===== config.mk =====
export PLATFORM = sky130hd
export DESIGN_NAME = sample_buffer
export DESIGN_NICKNAME = d
export VERILOG_FILES = /design/src/rtl/sample_buffer.sv
export SDC_FILE = /design/constraint.sdc
export NUM_CORES = 1
export LEC_CHECK = 0
export CORE_MARGIN = 1
export CORE_UTILIZATION = 50
export CTS_CLUSTER_DIAMETER = 120
export CTS_CLUSTER_SIZE = 40
export DETAILED_ROUTE_END_ITERATION = 8
export PLACE_DENSITY = 0.77
export SLEW_MARGIN = 20
export SYNTH_ARGS = -nofsm -noshare
export SYNTH_HDL_FRONTEND = slang
export SYNTH_SLANG_ARGS = --single-unit

===== constraint.sdc =====
create_clock -name clk -period 4.1 [get_ports clk]
set_input_delay 0.82 -clock clk [delete_from_list [all_inputs] [get_ports clk]]
set_output_delay 0.82 -clock clk [all_outputs]
set_load 0.02 [all_outputs]

===== src/rtl/sample_buffer.sv =====
// sample_buffer: FIFO between the chord player and the codec serializer.
// Requests one sample at a time from the chord player while space allows,
// stores the results in a circular buffer and drains one entry per codec
// request. Counts underflows (codec pop on empty FIFO) and request timeouts.
// Build option: define SAMPLE_BUFFER_UNDERFLOW_HOLD_EN to repeat the last
// output on underflow instead of outputting zero.
module sample_buffer #(
  parameter int DEPTH   = 16,
  parameter int TIMEOUT = 1024
) (
  input  logic                      clk,
  input  logic                      reset,
  input  logic                      new_sample_ready,
  input  logic signed [15:0]        sample_in,
  input  logic                      codec_req,
  output logic                      generate_next_sample,
  output logic signed [15:0]        sample_to_codec,
  output logic                      sample_valid,
  output logic [$clog2(DEPTH):0]    fill_level,
  output logic [7:0]                underflow_count,
  output logic [7:0]                timeout_count
);

  localparam int AW = $clog2(DEPTH);
  localparam int TW = $clog2(TIMEOUT) + 1;

  localparam logic [1:0] IDLE = 2'd0;
  localparam logic [1:0] REQ  = 2'd1;
  localparam logic [1:0] WAIT = 2'd2;

  localparam logic [AW:0]   FULL_LEVEL   = (AW + 1)'(DEPTH);
  localparam logic [TW-1:0] TIMEOUT_LAST = TW'(TIMEOUT - 1);

  // Saturating increment for the 8-bit event counters.
  function automatic logic [7:0] sat_inc8(input logic [7:0] value);
    if (value == 8'hFF) begin
      sat_inc8 = value;
    end else begin
      sat_inc8 = value + 8'd1;
    end
  endfunction

  logic [1:0]               state;
  logic [1:0]               next_state;
  logic [TW-1:0]            wait_cnt;
  logic [AW-1:0]            wr_ptr;
  logic [AW-1:0]            rd_ptr;
  logic signed [15:0]       mem [DEPTH];
  logic                     push;
  logic                     pop;
  logic                     underflow;
  logic                     timed_out;
  logic [AW:0]              fill_next;

  // Request FSM next-state logic. A ready level that is still high while
  // idle is treated as stale and holds off the next request.
  always_comb begin
    next_state = state;
    case (state)
      IDLE: begin
        if ((fill_level < FULL_LEVEL) && !new_sample_ready) begin
          next_state = REQ;
        end else begin
          next_state = IDLE;
        end
      end
      REQ: begin
        next_state = WAIT;
      end
      WAIT: begin
        if (new_sample_ready) begin
          next_state = IDLE;
        end else if (wait_cnt == TIMEOUT_LAST) begin
          next_state = IDLE;
        end else begin
          next_state = WAIT;
        end
      end
      default: begin
        next_state = IDLE;
      end
    endcase
  end

  // Push/pop decode and the resulting occupancy. An empty FIFO never
  // bypasses a same-cycle push to the codec: that pop is an underflow.
  always_comb begin
    push      = (state == WAIT) && new_sample_ready;
    timed_out = (state == WAIT) && !new_sample_ready && (wait_cnt == TIMEOUT_LAST);
    pop       = codec_req && (fill_level != '0);
    underflow = codec_req && (fill_level == '0);
    case ({push, pop})
      2'b10:   fill_next = fill_level + (AW + 1)'(1);
      2'b01:   fill_next = fill_level - (AW + 1)'(1);
      default: fill_next = fill_level;
    endcase
  end

  // FSM state, request pulse and request timer. The pulse is registered
  // so it is high exactly while the FSM sits in REQ.
  always_ff @(posedge clk or negedge reset) begin
    if (!reset) begin
      state                <= IDLE;
      generate_next_sample <= 1'b0;
      wait_cnt             <= '0;
      timeout_count        <= 8'd0;
    end else begin
      state                <= next_state;
      generate_next_sample <= (next_state == REQ);
      if (state == REQ) begin
        wait_cnt <= '0;
      end else if ((state == WAIT) && !new_sample_ready && (wait_cnt != TIMEOUT_LAST)) begin
        wait_cnt <= wait_cnt + TW'(1);
      end else begin
        wait_cnt <= wait_cnt;
      end
      if (timed_out) begin
        timeout_count <= sat_inc8(timeout_count);
      end else begin
        timeout_count <= timeout_count;
      end
    end
  end

  // Sample storage; contents are only read when occupancy says they are valid.
  always_ff @(posedge clk) begin
    if (push) begin
      mem[wr_ptr] <= sample_in;
    end
  end

  // Pointers, occupancy and the codec-side output register.
  always_ff @(posedge clk or negedge reset) begin
    if (!reset) begin
      wr_ptr          <= '0;
      rd_ptr          <= '0;
      fill_level      <= '0;
      sample_to_codec <= 16'sd0;
      sample_valid    <= 1'b0;
      underflow_count <= 8'd0;
    end else begin
      fill_level   <= fill_next;
      sample_valid <= codec_req;
      if (push) begin
        wr_ptr <= wr_ptr + AW'(1);
      end else begin
        wr_ptr <= wr_ptr;
      end
      if (pop) begin
        rd_ptr          <= rd_ptr + AW'(1);
        sample_to_codec <= mem[rd_ptr];
      end else if (underflow) begin
        rd_ptr <= rd_ptr;
`ifdef SAMPLE_BUFFER_UNDERFLOW_HOLD_EN
        sample_to_codec <= sample_to_codec;
`else
        sample_to_codec <= 16'sd0;
`endif
      end else begin
        rd_ptr          <= rd_ptr;
        sample_to_codec <= sample_to_codec;
      end
      if (underflow) begin
        underflow_count <= sat_inc8(underflow_count);
      end else begin
        underflow_count <= underflow_count;
      end
    end
  end

endmodule


Yosys cells after proc, flatten, opt, wreduce, memory -nomap -nowiden. Memory sizes are Yosys's and may differ from the RTL's. Index checks and enable logic that the tools add are counted.

Memories kept: 1. Memory bits (writable): 256. Input port bits: 20. Word-level logic and storage cells: 57. Bits in registers: 60. Output and inout bits: 39.

Bitwise logic cells: 2. $add $sub $neg: 7. Equality and inequality tests: 9. Reductions and logical operators: 16. Multiplexer cells: 11. Order comparisons: 1.

Memory list: mem (depth 16, width 16, rd ports 1, clocked after Yosys merged registers in 0, wr ports 1, RTL line 48) `logic signed [15:0] mem [DEPTH];`.

Operators by type and width (count): $mux 16 (2); $mux 11 (2); $add 8x1->8 const B (2); $eq 8x8->1 const B (2); $add 11x1->11 const B (1); $eq 11x10->1 const B (1); $ne 11x10->1 const B (1); $pmux 5 s2 (1); $add 4x1->4 const B (2); $logic_and 1x1->1 (7); $eq 2x1->1 const B (3); $pmux 2 s3 (1); $reduce_bool 2->1 (3); $add 5x1->5 const B (1); $logic_not 5->1 (1); $lt 5x5->1 const B (1); $reduce_bool 5->1 (1); $sub 5x1->5 const B (1); $eq 2x2->1 const B (2); $mux 2 (2); $reduce_and 2->1 (2); $mux 1 (3); $logic_not 2->1 (1); $not 1->1 (2); $logic_not 1->1 (1).

Depth between registers and ports, before layout.
Depth in word-level cells: 5. Depth in mapped cells: 11. Mapped depth without buffers: 9.

Worst setup path after synthesis. OpenSTA, ideal clock, no wires.

Path type: register to register. Start: register fill_level[2]. End: register fill_level[4]. Period minus slack after synthesis: 2950 ps. Required time: 3963 ps. Path slack: 1150 ps. Arrival time: 2813 ps. Cell stages (with the launch flop): 12. Library setup time: 137 ps. Cell sequence: dfrtp_1 or4_1 o21a_1 clkbuf_1 ha_1 clkbuf_1 xor2_1 ha_1 o211a_1 o31ai_1 a31oi_1 xor2_1.

Cells in the longest elaborated chain, start to end: 4.

RTL lines: start, declared (RTL line 19) `output logic [$clog2(DEPTH):0] fill_level,`; start signal, assigned (RTL line 142) `fill_level <= fill_next;`; branches (longest 4 deep; another with $sub 5x1->5).

Several ways; the timed one is not identified. A chain may end at the register's enable or synchronous reset.

Worst setup path after layout. Same ends and word-level chain as after synthesis.

==> metrics.csv <==
metric,value,unit
clock slew at the register clock pins of the worst setup and hold paths,0.14,ns
count of cell types in the netlist,50,
TritonCTS clock tree,built,
Hold/Removal Path Class,primary input to asynchronous set/reset pin,
required time of the critical path,4.49,ns
drc violations,0,
Ant. Diodes,0,
Final Util,0.567,
worst skew pair latency,0.50,ns
initial core utilization,0.512,
Power Dens Cells,565,nW/um2
"Remaining Overflow, GRT",0,
I/O pin cnt,59,
Post-CTS Resized,0,
Yosys warnings,0,
drt total wl,25000,um
most frequent cells in the layout,"edfxtp_1 (256), mux4_2 (64), dfrtp_1 (57), clkdlybuf4s50_1 (57), nand2_1 (35)",
Die H,160,um
Hold Slack,0.323,ns
via density per instance,6.05,
antenna violations before repair,0,
Final Setup Violations,0,
first-pass GRT wire length,38600,um
post-route ant nets,0,
Mean Syn Cell Area,19.2,um2
number of global-route vias before repair,6486,
critical path class,register to register,
Cells after Synth,652,
Post-Syn Area,12500,um2
Rows,57,
Buffers on Ports,58,
Period minus WS final,3.05,ns
crit path DAT,3.44,ns
Inserted Clock Buffers,11,
worst slew pin tran,1.16,ns
drt initial violations,626,
run status,"complete, no violations",
Crit. End Element,register,
CP peak stage delay,0.63,ns
DR pass1 iterations,5,
Inst Count DP,1023,
TNS Setup,0,ns
CORE AREA,24500,um2
period utilization,0.745,
worst-path cell chain,or4_1 > o21a_1 > ha_1 > xor2_1 > ha_1 > o211a_1 > o31ai_1 > a31oi_1 > xor2_1,
Root Buffer Master,clkbuf_16,
CTS Hold Buffers Added,0,
Die X,160,um
total track usage,0.201,
via count,6290,
Clock Path Buffers,3,
share of layout cells above drive strength 1,0.148,
P&R area growth vs syn,10.7,%
Slew headroom,0.226,
Critical-path top delay cell,or4_1,
synthesized net count,684,
# fillers,1803,
LEAKAGE,4.70,nW
RSZ-0062 raised after global routing,no,
"Seq/Total Area, Yosys",0.733,
Placer Congestion,0.783,
H-tree depth,1,
"Slew Viols, Final",0,
clk_skew,0.0128,ns
Post-CTS Setup Repair Bufs,0,
"Cell Count, Final, Fillers Out",1040,
ys flop type,edfxtp_1,
WL per Instance,24.1,um
asr flop ratio synth,0.190,
Max IR drop VDD,0.000352,V
Critical Path Fanout Max,8,
synthesized flop and latch total,316,
Area after DPL,13500,um2
detailed placer's ending HPWL,15200,um
# Max-Cap Violations,0,
"most common cell after layout, fill and taps aside",edfxtp_1,
Startpoint Class,register,
DIE AREA,25700,um2
CTS sink cnt,316,
final hold vios,0,
final net count,744,
number of synthesized flops with an enable pin,256,
Post-Layout Inst Area,13900,um2
largest net degree at the start of global routing,66,
FMAX,328,MHz
==> synth_stat cells (2+ instances only) <==
cell / n / share of area
or4_1: 2 / 0.0012
buf_1: 3 / 0.00090
o31ai_1: 4 / 0.0024
a21oi_1: 5 / 0.0020
and3_1: 5 / 0.0025
and2_1: 18 / 0.0090
clkbuf_1: 17 / 0.0051
o221ai_1: 16 / 0.011
nand2_1: 35 / 0.010
mux2_1: 3 / 0.0027
o21ai_0: 9 / 0.0036
o211a_1: 2 / 0.0016
inv_1: 7 / 0.0021
nand3_1: 8 / 0.0032
xor2_1: 15 / 0.010
nor2_1: 6 / 0.0018
nand2b_1: 5 / 0.0025
mux4_2: 64 / 0.12
mux2i_1: 34 / 0.027
nor3b_1: 3 / 0.0018
nor4_1: 4 / 0.0020
edfxtp_1: 256 / 0.61
ha_1: 12 / 0.012
dfrtp_1: 60 / 0.12
buf_2: 8 / 0.0032
o211ai_1: 3 / 0.0018
xnor2_1: 10 / 0.0070
nand4_1: 5 / 0.0025
and3b_1: 2 / 0.0014
nor3_1: 9 / 0.0036
or3_1: 3 / 0.0015
==> cells by family after synthesis <==
group | share of synthesized area
and+or+nand+nor | 0.0514
buffers and inverters | 0.0125
adders and majority gates | 0.0120
AOI/OAI and AO/OA | 0.0275
DFF | 0.733
muxes | 0.146
xor gates and xnor gates | 0.0175
==> through the flow <==
| stage | setup slack, ns | total power (W) |
|---|---|---|
| after detailed placement | 0.547 | 0.00650 |
| after floorplan | 1.15 | 0.00565 |
| final | 1.05 | 0.00784 |
| after global routing | 0.881 | 0.00818 |
| after CTS | 1.02 | 0.00792 |
| after global placement | 0.726 | 0.00638 |
==> flip-flops by register name, indices dropped and copies added (netlist names), 2 cells and up <==
signal,flops
fill_level,5
mem,256
rd_ptr,4
sample_to_codec,16
state,2
timeout_count,8
underflow_count,8
wait_cnt,11
wr_ptr,4
==> routing by layer <==
layer  wire (um)  track usage  up-vias
li1            -            -     2717
met4         582       0.0528        0
met1       10300        0.273     3323
met5           0            0        -
met3        1220       0.0235       43
met2       12900        0.346      207
==> power breakdown <==
group / internal [W] / switching (W) / leakage (nW)
clock: 0.000575 / 0.000873 / 0.156
sequential: 0.00372 / 0.000537 / 3.06
combinational: 0.00119 / 0.000945 / 1.48
total: 0.00549 / 0.00235 / 4.70
==> final timing paths <==
kind | startpoint | end | slack, ns | cells after the start
max | fill_level[2] | fill_level[4] | 1.05 | 9
min reg2reg | underflow_count[7] | underflow_count[7] | 0.52 | 1
max in group asynchronous | reset | sample_to_codec[11] | 3.07 | 2
min in group clk | underflow_count[7] | underflow_count[7] | 0.52 | 1
min | reset | underflow_count[4] | 0.32 | 1
max reg2reg | fill_level[2] | fill_level[4] | 1.05 | 9
==> layout make-up <==
class / count / area (um2) / share of cell area
well taps: 324 / 405 / 0.0292
multi-input cells: 299 / 3190 / 0.230
clock inverters: 1 / 30.0 / 0.00216
flip-flops and latches: 316 / 9200 / 0.663
inverters: 8 / 30.0 / 0.00216
clock buffers: 16 / 294 / 0.0212
repair buffers: 76 / 726 / 0.0523
==> worst max-delay path: cells and delay by family (launching register included) <==
family | cells | cell delay, ns
compound gates | 4 | 0.89
simple gates | 1 | 0.63
flops | 1 | 0.49
xor+xnor | 2 | 0.37
fa+ha+maj | 2 | 0.56
Note: power is estimated with default switching activity, not from simulation.
